$ cat config.mk
export PLATFORM = sky130hd
export DESIGN_NAME = inst_prefetch_buffer
export DESIGN_NICKNAME = d
export VERILOG_FILES = /design/src/rtl/inst_prefetch_buffer.sv
export SDC_FILE = /design/constraint.sdc
export NUM_CORES = 2
export LEC_CHECK = 0
export CAP_MARGIN = 20
export CORE_ASPECT_RATIO = 1.1
export CORE_MARGIN = 2
export CORE_UTILIZATION = 50
export CTS_BUF_LIST = sky130_fd_sc_hd__clkbuf_8
export DETAILED_ROUTE_END_ITERATION = 12
export DONT_BUFFER_PORTS = 1
export PLACE_DENSITY_LB_ADDON = 0.2
export SYNTH_ARGS = -nofsm -noshare
export SYNTH_HDL_FRONTEND = slang
export SYNTH_SLANG_ARGS = --single-unit
$ cat constraint.sdc
create_clock -name clock -period 9.4 [get_ports clock]
set_clock_uncertainty 0.05 [all_clocks]
set_input_delay 2.82 -clock clock [delete_from_list [all_inputs] [get_ports clock]]
set_output_delay 2.82 -clock clock [all_outputs]
set_load 0.05 [all_outputs]
$ cat src/rtl/inst_prefetch_buffer.sv
// rtl/inst_prefetch_buffer.sv - instruction prefetch FIFO feeding decode pairs from local store
module inst_prefetch_buffer #(
    parameter int DEPTH = 16
) (
    input  logic         clock,
    input  logic         reset,
    output logic         ls_rd_req,
    output logic [0:14]  ls_rd_addr,
    input  logic         ls_rd_valid,
    input  logic [0:127] ls_rd_data,
    input  logic         stall,
    input  logic         branch_taken,
    input  logic [0:31]  branch_target,
    output logic [0:31]  first_inst,
    output logic [0:31]  second_inst,
    output logic         pair_valid,
    output logic [0:31]  pc_output
);
    localparam int PW = $clog2(DEPTH);
    localparam logic [PW:0] ISSUE_MAX = (PW+1)'(DEPTH - 4);
    localparam logic [PW:0] PAIR_MIN  = (PW+1)'(2);

    typedef enum logic [1:0] {RUN, WAIT, DISCARD} state_t;

    state_t        state, state_next;
    logic [31:0]   mem [DEPTH];
    logic [PW-1:0] head, tail;
    logic [PW:0]   count, count_next;
    logic [0:31]   fetch_pc, head_pc;
    logic [1:0]    skip;
    logic [2:0]    push_n;
    logic          issue, push, pop;
    logic          unused_target_bits;

    assign unused_target_bits = ^branch_target[30:31];

    // Issuing only at DEPTH-4 or below leaves room for a full quadword response.
    assign issue  = (state == RUN) && !branch_taken && (count <= ISSUE_MAX);
    assign push   = (state == WAIT) && ls_rd_valid && !branch_taken;
    assign pop    = !branch_taken && !stall && (count >= PAIR_MIN);
    assign push_n = 3'd4 - {1'b0, skip};
    assign count_next = count + (push ? (PW+1)'(push_n) : '0) - (pop ? PAIR_MIN : '0);

    always_comb begin
        state_next = state;
        case (state)
            RUN: begin
                if (issue) state_next = WAIT;
            end
            WAIT: begin
                if (ls_rd_valid)       state_next = RUN;
                else if (branch_taken) state_next = DISCARD;
            end
            DISCARD: begin
                if (ls_rd_valid) state_next = RUN;
            end
            default: state_next = RUN;
        endcase
    end

    always_ff @(posedge clock or negedge reset) begin
        if (!reset) state <= RUN;
        else        state <= state_next;
    end

    // Words before skip belong to the quadword but precede the branch target.
    always_ff @(posedge clock) begin
        if (push) begin
            for (int i = 0; i < 4; i++) begin
                if (i >= int'(skip)) mem[tail + PW'(i) - PW'(skip)] <= ls_rd_data[32*i +: 32];
            end
        end
    end

    always_ff @(posedge clock or negedge reset) begin
        if (!reset) begin
            fetch_pc    <= '0;
            head_pc     <= '0;
            skip        <= '0;
            count       <= '0;
            head        <= '0;
            tail        <= '0;
            pair_valid  <= 1'b0;
            ls_rd_req   <= 1'b0;
            ls_rd_addr  <= '0;
            first_inst  <= '0;
            second_inst <= '0;
            pc_output   <= '0;
        end else begin
            ls_rd_req <= issue;
            if (issue) ls_rd_addr <= fetch_pc[17:31];
            if (branch_taken) begin
                head        <= '0;
                tail        <= '0;
                count       <= '0;
                pair_valid  <= 1'b0;
                first_inst  <= '0;
                second_inst <= '0;
                fetch_pc    <= {branch_target[0:27], 4'b0};
                head_pc     <= {branch_target[0:29], 2'b0};
                skip        <= branch_target[28:29];
            end else begin
                count <= count_next;
                if (push) begin
                    tail     <= tail + PW'(push_n);
                    skip     <= '0;
                    fetch_pc <= fetch_pc + 32'd16;
                end
                if (!stall) begin
                    if (pop) begin
                        first_inst  <= mem[head];
                        second_inst <= mem[head + PW'(1)];
                        pc_output   <= head_pc;
                        head_pc     <= head_pc + 32'd8;
                        head        <= head + PW'(2);
                        pair_valid  <= 1'b1;
                    end else begin
                        pair_valid  <= 1'b0;
                        first_inst  <= '0;
                        second_inst <= '0;
                    end
                end
            end
        end
    end
endmodule

==> flow_summary.json <==
{
  "clock-root-buffer": "clkbuf_8",
  "drv_slew": 0,
  "seq_area_um2": 19490,
  "fin_cells": 4860,
  "grt_pass1_vias": 34350,
  "synth_edf_count": 512,
  "worstSetupEndpointType": "flip-flop",
  "ios": 278,
  "vias": 36000,
  "synth_area_um2": 39880,
  "start_util": 0.5053,
  "synth-async-reset-ratio": 0.2426,
  "synth_common_cells": "nand2_1 (1065), edfxtp_1 (512), o22ai_1 (506)",
  "status": "finished clean",
  "dieWidth_um": 273.3,
  "drt_iter0_markers": 6054,
  "leakage_uw": 0.01457,
  "yosysWarnings": 0,
  "num_rows": 108,
  "die_y_um": 300.2,
  "clkLatencyLatePin_ps": 800,
  "hold_viol_final": 0,
  "max_slew_margin": 0.1549,
  "area_delta_synth_final_pct": 5.660,
  "route.detailed.drc": 0,
  "place_congestion": 0.9153,
  "grt_overflow_total": 0,
  "crit_type": "in -> reg",
  "hpwl_um": 91130,
  "min_period_over_period": 0.6222,
  "power.density_nw_per_um2": 210.1,
  "syn-instance-count": 4099,
  "grt_max_degree": 165,
  "clockBufferDepth": 3,
  "grt_antenna_before_repair": 4,
  "vias_per_cell": 7.407,
  "whs_path_depth": 1,
  "numCtsBuffers": 113,
  "worstPathRequired_ps": 9740,
  "dp_cells": 4642,
  "die-area_um2": 82030,
  "rsz0062_at_grt": "false",
  "setup.worst_path.start_class": "input pin",
  "ant_nets": 0,
  "yosysSeqAreaShare": 0.4885,
  "core_area_um2": 78920,
  "nets": 3910,
  "fin_crit_ps": 5848,
  "cts_setup_buffers": 0,
  "cts_max_level": 3,
  "ys_ff_latch": 676,
  "ctsHoldBuffers": 0,
  "synthDistinctLibCells": 59,
  "max_cap_viol_count": 0,
  "post_drt_wl_per_cell_um": 33.43,
  "synth_area_leaders": "edfxtp_1 (39%), dfrtp_1 (10%), nand2_1 (10%), o22ai_1 (7.9%), a31oi_1 (7.4%)",
  "synth_top_area_frac": 0.3856,
  "worstPathMaxFanout": 51,
  "grt_use_total": 0.3862,
  "synth_most_common_cell": "nand2_1",
  "port_buffers": 0,
  "grt_pass1_wl_um": 232200,
  "finalSetupViolations": 0,
  "fillers": 6944,
  "cp.arrival_ps": 6190,
  "drive_gt1_frac": 0.1432,
  "clk_pin_slew_worst_paths_ps": 60,
  "cts_resized": 0,
  "hold_class": "reg -> reg",
  "wl_um": 162500,
  "multiInputGateArea_um2": 18050,
  "cts_tree": "built",
  "avgSynthCellArea_um2": 9.728,
  "worst_slew_pin_slew_ps": 1268,
  "finalSetupTns_ps": 0,
  "rr_worst_depth": 12,
  "irDropWorstVdd_mv": 0.1719,
  "clock.fmax_mhz": 171.0,
  "cts_sinks": 676,
  "synthFlopType": "edfxtp_1",
  "firstDrtPassIters": 7,
  "synth_area_leader_cell": "edfxtp_1"
}
-- path summary, 6_finish.rpt --
kind,slack (ps),start,to
min in group asynchronous,1700,reset,ls_rd_req
max,3550,branch_taken,mem[4][16]
min,460,head_pc[29],head_pc[29]
min reg2reg,460,head_pc[29],head_pc[29]
max reg2reg,4240,tail[1],mem[14][16]
max in group asynchronous,7320,reset,first_inst[16]
-- routing by layer --
layer	GRT usage	vias to the layer above	wire length, µm
li1	-	14470	-
met3	0.1483	845	26840
met2	0.5763	3369	70100
met4	0.2149	4	10490
met5	0	-	34
met1	0.4819	17310	55000
-- cells by family after synthesis --
family                     synth area share
and+or+nand+nor                      0.1274
AOI/OAI and AO/OA                    0.1833
DFF                                  0.4885
buffers and inverters               0.06351
muxes                                0.1145
xor gates and xnor gates            0.01183
adders and majority gates           0.01086
other                            0.00009404
-- cell usage in the layout, fill, tap and decap left out, types with 13 or more instances in the layout --
| master | n |
|---|---|
| dfrtp_1 | 161 |
| mux2_2 | 57 |
| ha_1 | 25 |
| xnor2_1 | 26 |
| buf_4 | 99 |
| inv_1 | 62 |
| nand2_1 | 1064 |
| nand3_1 | 21 |
| clkinv_1 | 13 |
| nand4_1 | 17 |
| or2_2 | 17 |
| a21oi_1 | 17 |
| edfxtp_1 | 512 |
| mux4_2 | 128 |
| a31oi_1 | 472 |
| mux2i_1 | 104 |
| clkinv_2 | 18 |
| and2_1 | 14 |
| nor2_1 | 33 |
| o22ai_1 | 506 |
| clkbuf_8 | 143 |
| o21ai_0 | 94 |
| xor2_1 | 20 |
| a21oi_2 | 30 |
| o211ai_1 | 16 |
-- per-stage QoR --
| step | cell area (µm²) | setup slack (ps) | hold slack, ps | utilization | power, µW |
|---|---|---|---|---|---|
| finish | 42130 | 3552 | 458.9 | 0.5339 | 8853 |
| CTS | 42080 | 3786 | 458.9 | 0.5332 | 8816 |
| detailed placement | 39710 | 3009 | 445.1 | 0.5032 | 6092 |
| global placement | 39700 | 3078 | 444.0 | 0.5031 | 6052 |
| global route | 42130 | 3361 | 475.5 | 0.5339 | 9121 |
| floorplan | 39890 | 3756 | 426.7 | - | 5661 |
-- power by group --
part / switching [µW] / total [µW] / internal [µW]
Sequential: 752 / 4280 / 3520
Combinational: 1010 / 1790 / 778
Clock: 1330 / 2790 / 1450
-- registers in the layout (all words and copies together), names as in the netlist --
name,cells
mem,512
first_inst,32
second_inst,32
head_pc,30
pc_output,30
fetch_pc,11
ls_rd_addr,11
count,5
tail,4
head,3
skip,2
state,2
ls_rd_req,1
pair_valid,1
-- layout make-up --
type | count | area share
Antenna cell | 2 | 0.0001188
Clock buffer | 143 | 0.04671
Clock inverter | 71 | 0.009503
Inverter | 30 | 0.002673
Multi-Input combinational cell | 2791 | 0.4283
Sequential cell | 676 | 0.4626
Tap cell | 1045 | 0.03103
Timing Repair Buffer | 102 | 0.01904
-- critical path, cell delays in order --
cell,delay (ps)
nand4bb_2,360
nor3_1,780
nand2_1,890
buf_4,530
and2_2,220
o211ai_1,110
buf_4,410
Power figures use the tool's default switching activity.
